## config.mk

```make
export PLATFORM = sky130hd
export DESIGN_NAME = print_output_fifo
export DESIGN_NICKNAME = d
export VERILOG_FILES = /design/src/rtl/print_output_fifo.sv
export SDC_FILE = /design/constraint.sdc
export NUM_CORES = 1
export LEC_CHECK = 0
export CORE_MARGIN = 3
export CORE_UTILIZATION = 50
export CTS_CLUSTER_DIAMETER = 150
export DETAILED_ROUTE_END_ITERATION = 10
export PLACE_DENSITY = 0.72
export SLEW_MARGIN = 25
export SYNTH_ARGS = -nofsm -noshare
export SYNTH_HDL_FRONTEND = slang
export SYNTH_SLANG_ARGS = --single-unit
```

## constraint.sdc

```tcl
create_clock -name clk -period 8.35 [get_ports clk]
set_input_delay 1.67 -clock clk [delete_from_list [all_inputs] [get_ports clk]]
set_output_delay 1.67 -clock clk [all_outputs]
set_load 0.01 [all_outputs]
```

## src/rtl/print_output_fifo.sv

```systemverilog
// print_output_fifo: buffers print words from the output arbiter for the
// host, popping one word per host_ack rising edge; reports fill and overflow.
module print_output_fifo #(
   parameter int WIDTH = 32,
   parameter int DEPTH = 8,
   parameter int CNT_W = $clog2(DEPTH) + 1
) (
   input  logic             clk,
   input  logic             reset,
   input  logic             print_hex_enable,
   input  logic [WIDTH-1:0] print_output,
   input  logic             host_ack,
   input  logic             host_clear,
   output logic [WIDTH-1:0] data_out,
   output logic             data_valid,
   output logic [CNT_W-1:0] fill_count,
   output logic             full,
   output logic             overflow
);

   localparam int PTR_W = $clog2(DEPTH);

   logic [WIDTH-1:0] mem_q [DEPTH];

   logic [PTR_W-1:0] rd_ptr_q, rd_ptr_d;
   logic [PTR_W-1:0] wr_ptr_q, wr_ptr_d;
   logic [CNT_W-1:0] cnt_q, cnt_d;
   logic [WIDTH-1:0] dout_q, dout_d;
   logic             valid_q, valid_d;
   logic             full_q, full_d;
   logic             ovf_q, ovf_d;
   logic             ack_q, ack_d;

   logic pop_req;
   logic pop;
   logic push;
   logic wr_en;

   // Next-state: ack edge detect, push/pop arbitration, flush, head lookahead
   always_comb begin
      ack_d    = host_ack;
      pop_req  = host_ack & ~ack_q;
      pop      = pop_req & valid_q;
      push     = print_hex_enable & (~full_q | pop);
      wr_en    = push & ~host_clear;
      rd_ptr_d = rd_ptr_q;
      wr_ptr_d = wr_ptr_q;
      cnt_d    = cnt_q;
      dout_d   = dout_q;
      valid_d  = valid_q;
      full_d   = full_q;
      ovf_d    = ovf_q;
      if (host_clear) begin
         rd_ptr_d = '0;
         wr_ptr_d = '0;
         cnt_d    = '0;
         valid_d  = 1'b0;
         full_d   = 1'b0;
         ovf_d    = 1'b0;
      end else begin
         if (pop)
            rd_ptr_d = rd_ptr_q + PTR_W'(1);
         if (push)
            wr_ptr_d = wr_ptr_q + PTR_W'(1);
         if (push && !pop)
            cnt_d = cnt_q + CNT_W'(1);
         else if (pop && !push)
            cnt_d = cnt_q - CNT_W'(1);
         ovf_d   = ovf_q | (print_hex_enable & full_q & ~pop);
         valid_d = (cnt_d != '0);
         full_d  = (cnt_d == CNT_W'(DEPTH));
         // New head is the word being written this cycle when the
         // write slot coincides with the next read slot.
         if (valid_d) begin
            if (push && (wr_ptr_q == rd_ptr_d))
               dout_d = print_output;
            else
               dout_d = mem_q[rd_ptr_d];
         end
      end
   end

   // Control and output registers
   always_ff @(posedge clk or negedge reset) begin
      if (!reset) begin
         rd_ptr_q <= '0;
         wr_ptr_q <= '0;
         cnt_q    <= '0;
         dout_q   <= '0;
         valid_q  <= 1'b0;
         full_q   <= 1'b0;
         ovf_q    <= 1'b0;
         ack_q    <= 1'b0;
      end else begin
         rd_ptr_q <= rd_ptr_d;
         wr_ptr_q <= wr_ptr_d;
         cnt_q    <= cnt_d;
         dout_q   <= dout_d;
         valid_q  <= valid_d;
         full_q   <= full_d;
         ovf_q    <= ovf_d;
         ack_q    <= ack_d;
      end
   end

   // Storage array; contents are don't-care after reset
   always_ff @(posedge clk) begin
      if (wr_en)
         mem_q[wr_ptr_q] <= print_output;
   end

   assign data_out   = dout_q;
   assign data_valid = valid_q;
   assign fill_count = cnt_q;
   assign full       = full_q;
   assign overflow   = ovf_q;

endmodule

```

Word level (Yosys, flattened, before mapping):

Memory sizes are Yosys's and may differ from the RTL's. A register that Yosys moved wholly into a read port is not among the register bits.
Index checks and enable logic that the tools add are counted.

* register bits after elaboration: 14
* RAM bits: 256
* input port bits: 37
* output and inout bits: 39
* logic and storage cells: 47
* memories: 1

Memories
* mem_q: words 8, bits a word 32, rd ports 1, clocked after memory_dff 1, write ports 1, RTL line 23 `logic [WIDTH-1:0] mem_q [DEPTH];`

* $add $sub $neg: 4
* equality and inequality tests: 1
* multiplexer cells: 14
* bitwise logic cells: 12
* reduce and logical (&&, ||, !) cells: 8

Operator list (count)
* 2-to-1 mux 4 bit: 4
* 2-to-1 mux 3 bit: 5
* adder 3 x 1 -> 3 bit, second input constant: 2
* bitwise AND 1 bit: 6
* 2-to-1 mux 1 bit: 5
* adder 4 x 1 -> 4 bit, second input constant: 1
* equality test 4 bit, second input constant: 1
* inverter 1 bit: 4
* nonzero test 4 bit: 1
* subtractor 4 x 1 -> 4 bit, second input constant: 1
* zero test 1 bit: 3
* logical AND 1 bit: 2
* OR 1 bit: 2
* AND reduction 2 bit: 1
* nonzero test 2 bit: 1

Logic depth before layout (Yosys ltp):

* depth after elaboration: 12
* mapped depth: 9
* depth with buffers taken out: 8

Worst setup path after synthesis:

OpenSTA, ideal clock, no wires.

* kind: input to register
* start point: in host_ack
* end point: mem mem_q[0][0] (enable)
* library setup time: 0.461 ns
* data arrival time: 4.678 ns
* path slack: 3.211 ns
* stages on the path: 5
* cell sequence: nand3b_2 nand2_1 nand2_1 or3_1 nor3_1

* word-level cells in the longest chain between the ends: 7

Ends and longest elaborated chain
* start, declared: RTL line 12 `input logic host_ack,`
* bitwise AND 1 bit: RTL line 42 `pop_req = host_ack & ~ack_q;`
* bitwise AND 1 bit: RTL line 43 `pop = pop_req & valid_q;`
* OR 1 bit: RTL line 44 `push = print_hex_enable & (~full_q | pop);`
* bitwise AND 1 bit: RTL line 44
* bitwise AND 1 bit: RTL line 45 `wr_en = push & ~host_clear;`
* 2-to-1 mux 1 bit: RTL line 108 `if (wr_en)`
* 2-to-1 mux 1 bit (implied by the code): RTL line 109 `mem_q[wr_ptr_q] <= print_output;`
* end, declared: RTL line 23

No other way between the ends.

Final worst setup path:

* start point: in host_ack
* end point: reg dout_q[26], in the netlist data_out[26] (read register of mem_q)

* word-level cells in the longest chain between the ends: 11

Ends and longest elaborated chain
* bitwise AND 1 bit (*): RTL line 42
* bitwise AND 1 bit (*): RTL line 43
* OR 1 bit: RTL line 44
* bitwise AND 1 bit: RTL line 44
* zero test 1 bit: RTL line 67 `else if (pop && !push)`
* logical AND 1 bit: RTL line 67
* 2-to-1 mux 4 bit: RTL line 67
* 2-to-1 mux 4 bit: RTL line 65 `if (push && !pop)`
* 2-to-1 mux 4 bit: RTL line 53 `if (host_clear) begin`
* nonzero test 4 bit: RTL line 70 `valid_d = (cnt_d != '0);`
* AND reduction 2 bit (no source line)
* end, declared: RTL line 28 `logic [WIDTH-1:0] dout_q, dout_d;`

Every way passes the cells marked *; elsewhere a longest branch is shown, timed or not. The select of a mux whose other input is x is not followed.
A chain may end at the register's enable or synchronous reset.

==> impl_metrics.json <==
{
  "setup_slack_ps": 3758,
  "antenna_found_initial": 1,
  "drtAntennaViolNets": 0,
  "synth_top_family_by_area": "multiplexers",
  "cp_max_fo": 58,
  "async_flop_share_pct": 15.23,
  "worstRegToRegCells": 7,
  "cp-start-kind": "primary input",
  "tightest_slew_ps": 1038,
  "finalCriticalPeriod_ps": 4592,
  "synthFlopType": "edfxtp_1",
  "yosys.area.top_type_share_pct": 63.87,
  "pwr-share-clk_pct": 35.7,
  "p_total_mw": 3.501,
  "grt.busiest_layer": "met2",
  "netlist_instances": 725,
  "power_density_mw_per_mm2": 248.5,
  "power_switching_share_pct": 23.71,
  "die_w_um": 161.1,
  "hpwl_mm": 14.27,
  "leakagePower_nw": 5.424,
  "r2r_slack_ps": 4960,
  "multi_input_area_mm2": 0.003033,
  "drv_cap": 0,
  "cts_max_path_buffers": 3,
  "synth_cell_types": 41,
  "placed_area_mm2": 0.01317,
  "via_per_inst": 5.885,
  "synthXorXnorAreaFrac_pct": 0.7173,
  "drive_above_1_share_pct": 9.732,
  "fin_crit_sh_pct": 54.99,
  "fp.dieH_um": 161.1,
  "routed_wl_mm": 25.78,
  "syn-num-nets": 766,
  "cts_buffers": 29,
  "gp_congestion": 0.7280,
  "synth_top_cell_by_area": "edfxtp_1",
  "critical_path_class": "in -> reg",
  "ir_drop_mv": 0.2070,
  "synth.area.mux_share_pct": 11.25,
  "syn_area_per_cell_um2": 16.60,
  "status": "completed",
  "report.final.slew_viol_count": 0,
  "dr.pass1.iters": 5,
  "crit_path_end_kind": "flip-flop",
  "fin_tns_setup_ps": 0,
  "netlist_top_cells_area": "edfxtp_1 (64%), mux2i_1 (11%), dfrtp_1 (9.6%), a22oi_1 (4.0%), a32oi_1 (2.3%)",
  "insertion_delay_ps": 530,
  "clock-sinks": 302,
  "postLayoutCoreUtil_pct": 59.85,
  "grt_pass1_wl_mm": 39.99,
  "combPwrFrac_pct": 13.8,
  "area_delta_synth_final_pct": 17.08,
  "crit_required_ps": 8730,
  "rsz0062_at_grt": "false",
  "use_met1_pct": 26.96,
  "use_met3_pct": 2.796,
  "skew_ps": 10.13,
  "clockRootBuffer": "clkbuf_16",
  "vias": 6715,
  "fmax_mhz": 217.8,
  "ios": 76,
  "core_mm2": 0.02354,
  "first_global_vias": 6996,
  "internal_power_mw": 2.671,
  "finalNetCount": 841,
  "fillers": 1806,
  "cts_tree": "yes",
  "yosys_warnings": 0,
  "rows": 56,
  "n_antenna_cell": 0,
  "rr_endpoint": "data_out[26]",
  "clkTransAtPathRegs_ps": 60,
  "dp_slack_ps": 3279,
  "grt_overflow_total": 0,
  "die_area_mm2": 0.02597,
  "htreeDepth": 1,
  "seqPwrFrac_pct": 50.5,
  "synth_edf_count": 256,
  "timing.rr.start": "data_valid",
  "max_slew_margin_pct": 30.66,
  "cts_resized": 0,
  "syn_area_mm2": 0.01204,
  "wire_per_inst_um": 22.59,
  "drt_iter0_markers": 463,
  "met2_usage_pct": 33.66,
  "finalInstanceArea_mm2": 0.01409,
  "grt_usage_pct": 19.83,
  "drc": 0,
  "endpoint": "data_out[26]",
  "crit_start": "host_ack",
  "yosysSeqAreaShare_pct": 73.44,
  "portBuffers": 75,
  "ys_ff_latch": 302,
  "cts_hold_buf": 0,
  "grt_max_degree": 59,
  "synth_compound_area_share_pct": 8.504,
  "critPathArrivalTime_ps": 4970,
  "start_util_pct": 51.12,
  "setup_viol": 0,
  "seq_area_mm2": 0.008838,
  "synth-adder-area-share_pct": 0.4158,
  "netSwitchingPower_mw": 0.8300,
  "cts_setup_buffers": 0,
  "finalHoldViolations": 0,
  "holdCritPathClass": "reg -> reg",
  "synthSimpleGateAreaFrac_pct": 3.524
}
[metrics by stage]
stage	hold slack, ps	cells
final	483.3	1141
after global routing	521.5	1141
after detailed placement	477.4	1088
after CTS	491.1	1141
after floorplan	517.3	725
after global placement	470.9	1086
[final cells by class]
type,count,area share (%)
clock buffer,43,5.949
clock inverter,10,0.6216
sequential,302,62.72
multi-input combinational,373,21.52
tap,319,2.833
timing repair buffer,89,6.216
inverter,5,0.1332
[sequential cells by signal, summed over array words and instances (netlist names)]
register,cells
overflow,1
full,1
wr_ptr_q,3
data_out,32
data_valid,1
ack_q,1
fill_count,4
rd_ptr_q,3
mem_q,256
[critical path: stages]
cell and delay [ps]:
clkdlybuf4s50_1 470, and3b_1 380, xnor2_4 650, buf_4 870
mux2i_1 330, a22oi_1 140, a32oi_1 310, o21ai_1 100
[cell families after synthesis]
| group | after synthesis |
|---|---|
| AOI/OAI and AO/OA | 140 |
| xor gates and xnor gates | 9 |
| adders and majority gates | 4 |
| buffers and inverters | 50 |
| DFF | 302 |
| muxes | 134 |
| and+or+nand+nor | 86 |
[metal layers]
metal  share of wire (%)  up-vias  wire, um
met5               0.047        -        12
met4                 2.0        2       508
met3                 5.7       45      1471
met2                  50      200     12800
met1                  43     3429     10980
li1                    -     3039         -
[power groups by stage]
stage | sequential [mW] | clock [mW] | combinational, mW
2_1_floorplan | 1.82 | 0 | 0.225
3_3_place_gp | 1.80 | 0 | 0.469
3_5_place_dp | 1.80 | 0 | 0.484
4_1_cts | 1.77 | 1.27 | 0.489
5_1_grt | 1.78 | 1.33 | 0.522
6_report | 1.77 | 1.25 | 0.482
[Yosys cell counts, drive strengths merged, types with 3 or more instances]
| library cell | count |
|---|---|
| nand2 | 36 |
| a32oi | 32 |
| edfxtp | 256 |
| xnor2 | 3 |
| xor2 | 6 |
| nand3 | 4 |
| a22oi | 64 |
| nand2b | 4 |
| and2 | 6 |
| o21ai | 32 |
| dfrtp | 46 |
| inv | 5 |
| nor3 | 3 |
| ha | 4 |
| nor2 | 18 |
| clkbuf | 12 |
| mux2i | 134 |
| o211ai | 3 |
| buf | 33 |
| nand4 | 4 |
[cell usage in the layout, fill, tap and decap left out, types with 8 or more instances in the layout]
master,Yosys,final
edfxtp_1,256,256
mux2i_1,133,133
clkdlybuf4s50_1,0,74
a22oi_1,64,64
dfrtp_1,46,46
nand2_1,36,36
a32oi_1,32,32
o21ai_1,32,32
clkbuf_16,0,29
buf_4,12,12
nor2_1,18,10
nor2_4,0,8
clkbuf_1,12,8
[how the worst min path moves through the flow]
stage                 start            to  cells past startpoint
2_1_floorplan   data_out[0]   data_out[0]                      2
3_3_place_gp   data_out[20]  data_out[20]                      2
3_5_place_dp    data_out[4]   data_out[4]                      2
4_1_cts         data_out[4]   data_out[4]                      2
5_1_grt         data_out[3]   data_out[3]                      2
6_report        data_out[4]   data_out[4]                      2
(Power assumes the default switching activity.)
